--- src/rtl/clk_div_ctrl_if.sv ---
// Handshake and status bundle for clk_div_ctrl: run request, divide-value
// offer/accept, and the divided-clock outputs.
interface clk_div_ctrl_if #(
  parameter int W = 8
) ();
  logic         en;
  logic         cfg_valid;
  logic [W-1:0] cfg_div;
  logic         cfg_ready;
  logic         fout;
  logic         tick;
  logic         busy;
  logic [W-1:0] cur_div;

  modport master (
    output en, cfg_valid, cfg_div,
    input  cfg_ready, fout, tick, busy, cur_div
  );

  modport slave (
    input  en, cfg_valid, cfg_div,
    output cfg_ready, fout, tick, busy, cur_div
  );
endinterface

--- src/rtl/clk_div_ctrl.sv ---
// Programmable clock divider: fout has a half-period of cur_div fin cycles,
// and new divide values only take effect at a period boundary (no runt phases).
module clk_div_ctrl #(
  parameter int W = 8
) (
  input  logic          fin,
  input  logic          rst,
  clk_div_ctrl_if.slave bus
);

  typedef enum logic [1:0] {
    IDLE = 2'd0,
    RUN  = 2'd1,
    PEND = 2'd2
  } state_t;

  localparam logic [W-1:0] ONE       = W'(1);
  localparam logic [W-1:0] RESET_DIV = W'(2);

  state_t       state_q, state_d;
  logic         fout_q, fout_d;
  logic         tick_q, tick_d;
  logic [W-1:0] cnt_q, cnt_d;
  logic [W-1:0] cur_div_q, cur_div_d;
  logic [W-1:0] pend_q, pend_d;

  logic         cfg_ready;
  logic         xfer;
  logic         half_done;
  logic         boundary;
  logic [W-1:0] cfg_sat;

  // A zero half-period is meaningless; clamp so the fastest output is fin/2.
  function automatic logic [W-1:0] sat_div(input logic [W-1:0] d);
    return (d == '0) ? ONE : d;
  endfunction

  assign cfg_ready = (state_q != PEND);
  assign xfer      = bus.cfg_valid & cfg_ready;
  assign cfg_sat   = sat_div(bus.cfg_div);
  assign half_done = (cnt_q == (cur_div_q - ONE));
  assign boundary  = half_done & ~fout_q;

  always_comb begin
    state_d   = state_q;
    fout_d    = fout_q;
    tick_d    = 1'b0;
    cnt_d     = cnt_q;
    cur_div_d = cur_div_q;
    pend_d    = pend_q;

    unique case (state_q)
      IDLE: begin
        fout_d = 1'b0;
        cnt_d  = '0;
        if (xfer) begin
          cur_div_d = cfg_sat;
        end
        if (bus.en) begin
          state_d = RUN;
          fout_d  = 1'b1;
          tick_d  = 1'b1;
        end
      end

      RUN, PEND: begin
        if (half_done) begin
          cnt_d = '0;
          if (fout_q) begin
            fout_d = 1'b0;
          end else begin
            // End of a full period: the only point a new divide may land.
            if (state_q == PEND) begin
              cur_div_d = pend_q;
            end else if (xfer) begin
              cur_div_d = cfg_sat;
            end
            if (bus.en) begin
              state_d = RUN;
              fout_d  = 1'b1;
              tick_d  = 1'b1;
            end else begin
              state_d = IDLE;
              fout_d  = 1'b0;
            end
          end
        end else begin
          cnt_d = cnt_q + ONE;
        end

        if (xfer && !boundary) begin
          pend_d  = cfg_sat;
          state_d = PEND;
        end
      end

      default: begin
        state_d = IDLE;
        fout_d  = 1'b0;
        cnt_d   = '0;
      end
    endcase
  end

  always_ff @(posedge fin) begin
    if (rst) begin
      state_q   <= IDLE;
      fout_q    <= 1'b0;
      tick_q    <= 1'b0;
      cnt_q     <= '0;
      cur_div_q <= RESET_DIV;
      pend_q    <= '0;
    end else begin
      state_q   <= state_d;
      fout_q    <= fout_d;
      tick_q    <= tick_d;
      cnt_q     <= cnt_d;
      cur_div_q <= cur_div_d;
      pend_q    <= pend_d;
    end
  end

  assign bus.cfg_ready = cfg_ready;
  assign bus.busy      = (state_q == PEND);
  assign bus.fout      = fout_q;
  assign bus.tick      = tick_q;
  assign bus.cur_div   = cur_div_q;

  // tick marks a rising edge of fout, so it always arrives with fout high
  // and can never repeat on the next cycle (fout must go low in between).
  a_tick_with_fout: assert property (@(posedge fin) disable iff (rst)
    tick_q |-> fout_q);
  a_tick_isolated: assert property (@(posedge fin) disable iff (rst)
    tick_q |=> !tick_q);

endmodule

--- src/flat_wrapper.sv ---
// flat-port wrapper written by rule: the top's interface ports become plain ports
module clk_div_ctrl_flat 
#(
  parameter int W = 8
)
  (fin, rst, bus_en, bus_cfg_valid, bus_cfg_div, bus_cfg_ready, bus_fout, bus_tick, bus_busy, bus_cur_div);
  clk_div_ctrl_if #(.W(W)) bus_i ();
  input  logic fin;
  input  logic rst;
  input wire logic [$bits(bus_i.en)-1:0] bus_en;
  input wire logic [$bits(bus_i.cfg_valid)-1:0] bus_cfg_valid;
  input wire logic [$bits(bus_i.cfg_div)-1:0] bus_cfg_div;
  output wire logic [$bits(bus_i.cfg_ready)-1:0] bus_cfg_ready;
  output wire logic [$bits(bus_i.fout)-1:0] bus_fout;
  output wire logic [$bits(bus_i.tick)-1:0] bus_tick;
  output wire logic [$bits(bus_i.busy)-1:0] bus_busy;
  output wire logic [$bits(bus_i.cur_div)-1:0] bus_cur_div;
  assign bus_i.en = bus_en;
  assign bus_i.cfg_valid = bus_cfg_valid;
  assign bus_i.cfg_div = bus_cfg_div;
  assign bus_cfg_ready = bus_i.cfg_ready;
  assign bus_fout = bus_i.fout;
  assign bus_tick = bus_i.tick;
  assign bus_busy = bus_i.busy;
  assign bus_cur_div = bus_i.cur_div;
  clk_div_ctrl #(.W(W)) u_core (.fin(fin), .rst(rst), .bus(bus_i));
endmodule
--- config.mk ---
export PLATFORM = sky130hd
export DESIGN_NAME = clk_div_ctrl_flat
export DESIGN_NICKNAME = d
export VERILOG_FILES = /design/src/rtl/clk_div_ctrl_if.sv /design/src/rtl/clk_div_ctrl.sv /design/src/flat_wrapper.sv
export SDC_FILE = /design/constraint.sdc
export NUM_CORES = 1
export LEC_CHECK = 0
export CAP_MARGIN = 10
export CORE_MARGIN = 5
export CORE_UTILIZATION = 40
export CTS_CLUSTER_DIAMETER = 200
export DETAILED_ROUTE_END_ITERATION = 10
export PLACE_DENSITY_LB_ADDON = 0.05
export SYNTH_ARGS = -nofsm -noshare
export SYNTH_HDL_FRONTEND = slang
export SYNTH_SLANG_ARGS = --single-unit
--- constraint.sdc ---
create_clock -name fin -period 2.75 [get_ports fin]
set_input_delay 0.55 -clock fin [delete_from_list [all_inputs] [get_ports fin]]
set_output_delay 0.55 -clock fin [all_outputs]
set_load 0.005 [all_outputs]
## Word level (Yosys, flattened, before mapping)

Index checks and enable logic that the tools add are counted.

- Add/sub/neg operators: 2
- Eq/ne operators: 9
- Multiplexer cells: 18
- Bitwise gates (word level): 4
- Reductions and logical operators: 10

Operators with widths:

| cell | number |
|---|---|
| two-way mux 8 bit | 5 |
| one-hot mux 8 bit (2 select lines) | 1 |
| adder 8 x 1 -> 8 bit, second input constant | 1 |
| equality test 8 bit | 1 |
| logical NOT 8 bit | 1 |
| two-way mux 2 bit | 4 |
| subtractor 8 x 1 -> 8 bit, second input constant | 1 |
| inequality test 2 bit, second input constant | 3 |
| AND reduction 3 bit | 2 |
| two-way mux 1 bit | 5 |
| one-hot mux 1 bit (2 select lines) | 2 |
| one-hot mux 2 bit (2 select lines) | 1 |
| inequality test 3 x 1 -> 1 bit, second input constant | 1 |
| inequality test 3 bit, second input constant | 1 |
| OR reduction 3 bit | 1 |
| AND 1 bit | 2 |
| equality test 2 x 1 -> 1 bit, second input constant | 1 |
| equality test 2 bit, second input constant | 1 |
| logical NOT 2 bit | 1 |
| inequality test 2 x 1 -> 1 bit, second input constant | 1 |
| NOT 1 bit | 2 |
| AND reduction 2 bit | 1 |
| nonzero test 2 bit | 1 |
| OR reduction 2 bit | 1 |
| other kinds (2) | 2 |

- Register bits: 28
- Bits of input ports: 12
- Word-level logic and storage cells: 49

## Longest topological paths before layout

- Depth in word-level cells: 7
- Mapped depth: 10
- Depth with buffers taken out: 8

## Worst setup path after synthesis

OpenSTA, ideal clock, no wires.

- Kind: register to register
- Start point: register u_core.cur_div_q[0] (netlist: u_core.bus.cur_div[0])
- End point: register u_core.pend_q[1]
- Setup time: 0.118 ns
- Arrival time: 2.344 ns
- Required time: 2.632 ns
- Setup slack: 0.288 ns
- Cell stages (with the launch flop): 11
- Cell sequence: dfxtp_1 > inv_1 > ha_1 > o21ba_1 > a221oi_1 > a31oi_1 > or4_1 > buf_2 > o211a_1 > buf_6 > mux2i_1

- Longest elaborated chain between the ends: 6

RTL lines:

| element | line | source |
|---|---|---|
| start: declaration | clk_div_ctrl.sv:24 | `logic [W-1:0] cur_div_q, cur_div_d;` |
| start signal: assignment | clk_div_ctrl.sv:118 | `cur_div_q <= cur_div_d;` |
| subtractor 8 x 1 -> 8 bit | clk_div_ctrl.sv:41 | `assign half_done = (cnt_q == (cur_div_q - ONE));` |
| equality test 8 bit | clk_div_ctrl.sv:41 |  |
| AND 1 bit | clk_div_ctrl.sv:42 | `assign boundary = half_done & ~fout_q;` |
| logical NOT 1 bit | clk_div_ctrl.sv:91 | `if (xfer && !boundary) begin` |
| logical AND 1 bit | clk_div_ctrl.sv:91 |  |
| AND reduction 2 bit (no source line) | - |  |
| end signal: assignment | clk_div_ctrl.sv:119 | `pend_q <= pend_d;` |
| end: declaration | clk_div_ctrl.sv:25 | `logic [W-1:0] pend_q, pend_d;` |

Every way passes these cells.
A chain may end at the register's enable or synchronous reset.

## Worst setup path after layout

- Start point: register u_core.cur_div_q[1] (netlist: u_core.bus.cur_div[1])
- End point: register u_core.pend_q[5]

The elaborated chain is that of the path after synthesis.

==> impl_metrics.csv <==
group,metric,value,unit
synth,synth_top_area_share,34.4,%
setup_path,critPathLaunch,"u_core.bus.cur_div[1]",
place,gp_congestion,0.869,
synth,syn-cell-area,1630,sq um
synth,syn_nets,209,
floorplan,start_util,41.1,%
synth,synth-seq-cells,28,
place,dp_cells,262,
global_routing,grt_pass1_vias,1340,
clock_network,clock-sinks,28,
setup_path,cp-end-kind,"register",
sta,slew_headroom,40.2,%
synth,ys_top_cells_by_count,"28 x dfxtp_1, 20 x nand2_1, 19 x nor2_1",
floorplan,top_level_ports,24,
detailed_routing,vias,1468,
sta,fin_crit_sh,91.8,%
global_routing,grt_max_degree,19,
detailed_routing,firstDrtPassIters,5,
detailed_routing,viasPerCell,5.54,
cells_and_area,syn2layout_area_growth,21.1,%
hold_path,hold_path.startpoint,"u_core.pend_q[4]",
setup_path,arrival,2680,ps
floorplan,coreArea,3970,sq um
power,design_power_total,1.69,mW
global_routing,gr-total-overflow,0,
global_routing,grt_pass1_wl,6.26,mm
setup_path,worstPathRequired,2910,ps
sta,clock-skew-final,3.85,ps
synth,synth_most_common_cell,"dfxtp_1",
detailed_routing,drc,0,
run_status,status,"complete, no violations",
place,port-buffer-count,23,
synth,yosys_warnings,0,
clock_network,cts_buffers,3,
synth,ys.flop_type,"dfxtp_1",
cells_and_area,fin_nets,234,
global_routing,antenna_found_initial,0,
synth,synth_edf_count,0,
floorplan,die_y,73.8,microns
global_routing,gr-usage-all-layers,14.5,%
detailed_routing,routed_wl,3.81,mm
synth,synth.avg_cell_area,8.49,sq um
clock_network,htree_levels,1,
synth,yosysTopAreaCell,"dfxtp_1",
hold_path,hp-class,"reg2reg",
synth,async_reset_ff_share,0,%
cells_and_area,drive_gt1_share,8.84,%
synth,synth_area_leaders,"dfxtp_1 34%, xor2_1 5.9%, nand2_1 4.6%",
sta,tns,0,ps
sta,hold_viol_final,0,
synth,synth.distinct_cells,41,
detailed_routing,drtIter0Drc,132,
cells_and_area,stdcell_count,265,
clock_network,cts_root_buf,"clkbuf_8",
clock_network,path_clk_slew,90,ps
sta,rsz0062_at_grt,"false",
sta,setup_viol,0,
place,dp_hpwl,2.98,mm
setup_path,crit_type,"reg2reg",
synth,syn_inst,192,
detailed_routing,ant_nets,0,
power,power_density,858,nW/um^2
sta,worst_pin_slew,890,ps
sta,fmax,396,MHz
floorplan,std_cell_rows,23,
power,p_leak,0.786,nW
clock_network,hold_buffers,0,
clock_network,cts_resized,0,
setup_path,r2r_start,"u_core.bus.cur_div[1]",
cells_and_area,nFillCells,376,
sta,fin_crit,2520,ps
clock_network,tritoncts,"done",
floorplan,fp.dieArea,5450,sq um
detailed_routing,wl_per_cell,14.4,microns
job,cap_violations,0,
setup_path,start_kind,"register",
cells_and_area,antenna_cells,0,
clock_network,cts_setup_buffers,0,
floorplan,die_width,73.8,microns
power,ir_worst_vdd,322,uV
synth,synth_seq_area_share,34.4,%
clock_network,clkLatencyLatePin,270,ps
clock_network,clk_path_buf_depth,2,
setup_path,crit_fanout,7,
sta,drv_slew,0,
final timing paths:
path / to / slack [ps] / cells past startpoint
max reg2reg: u_core.pend_q[5] / 230 / 8
min reg2reg: u_core.pend_q[4] / 470 / 2
max: u_core.pend_q[5] / 230 / 8
min: u_core.pend_q[4] / 470 / 2
through the flow:
step | setup slack [ps] | area (sq um) | utilization, % | hold WS [ps]
finish | 227 | 1970 | 49.7 | 466
global route | 82.8 | 1970 | 49.7 | 487
CTS | 75.7 | 1970 | 49.5 | 468
detailed placement | 92.2 | 1920 | 48.5 | 455
global placement | 171 | 1920 | 48.5 | 445
floorplan | 288 | 1630 | - | 435
power breakdown:
part,internal [mW],switching [mW],total [mW]
Sequential,0.500,0.125,0.625
Clock,0.0981,0.120,0.218
Combinational,0.450,0.400,0.850
critical path, cell delays in order, from the launching register on:
cell and delay [ps]:
dfxtp_1 430, inv_1 70, ha_1 230, o21ba_1 190
a221oi_1 270, a31oi_1 110, or4_4 620, o211a_2 360
mux2i_1 140
cells in the final DEF, fill, tap and decap left out, types with 2 or more instances in the layout:
| cell type | synthesis | layout |
|---|---|---|
| clkbuf_8 | 0 | 3 |
| o21ai_0 | 2 | 2 |
| a32o_1 | 2 | 2 |
| nor4_1 | 2 | 2 |
| ha_1 | 5 | 5 |
| mux2i_1 | 7 | 7 |
| o221a_2 | 5 | 5 |
| buf_4 | 0 | 6 |
| dfxtp_1 | 28 | 28 |
| a21oi_1 | 2 | 2 |
| clkdlybuf4s50_1 | 0 | 23 |
| nor3_1 | 5 | 5 |
| nor2_1 | 19 | 19 |
| xor2_1 | 11 | 11 |
| a221oi_1 | 8 | 8 |
| inv_1 | 8 | 8 |
| nand3_1 | 8 | 8 |
| and3_1 | 5 | 5 |
| nor2b_1 | 11 | 11 |
| or3_1 | 7 | 7 |
| o21a_1 | 2 | 2 |
| nand2_1 | 20 | 20 |
| o21ai_1 | 2 | 2 |
| xnor2_1 | 5 | 5 |
layer usage:
| layer | track usage, % | share of wire (%) | up-vias | wire [microns] |
|---|---|---|---|---|
| met5 | 0 | 0 | - | 0 |
| met2 | 22.7 | 47 | 27 | 1780 |
| li1 | - | - | 737 | - |
| met1 | 20.2 | 49 | 702 | 1850 |
| met3 | 2.60 | 4.0 | 2 | 153 |
| met4 | 4.02 | 0.71 | 0 | 27 |
kinds of logic (layout without fill, tap and decap cells):
group	count (synthesis)	after routing	share of synthesized area (%)
adder cells (fa/ha/maj)	5	5	3.84
multiplexers	7	7	4.30
XOR/XNOR	16	16	8.60
buffers and inverters	18	41	4.76
flip-flops	28	28	34.4
AO/OA/AOI/OAI	36	36	19.0
AND/OR/NAND/NOR	82	82	25.1
state kept, by name, indices dropped and copies added, names as in the netlist:
register            cells
u_core.bus.cur_div      8
u_core.bus.fout         1
u_core.bus.tick         1
u_core.cnt_q            8
u_core.pend_q           8
u_core.state_q          2
final cells by class:
type                            instances  area, sq um  area share [%]
Sequential cell                        28          561            28.4
Timing Repair Buffer                   29          275            13.9
Inverter                                9         33.8            1.71
Clock buffer                            3         41.3            2.09
Multi-Input combinational cell        146         1000            50.7
Tap cell                               50         62.6            3.17
No activity file was read; power rests on OpenSTA's default activity.
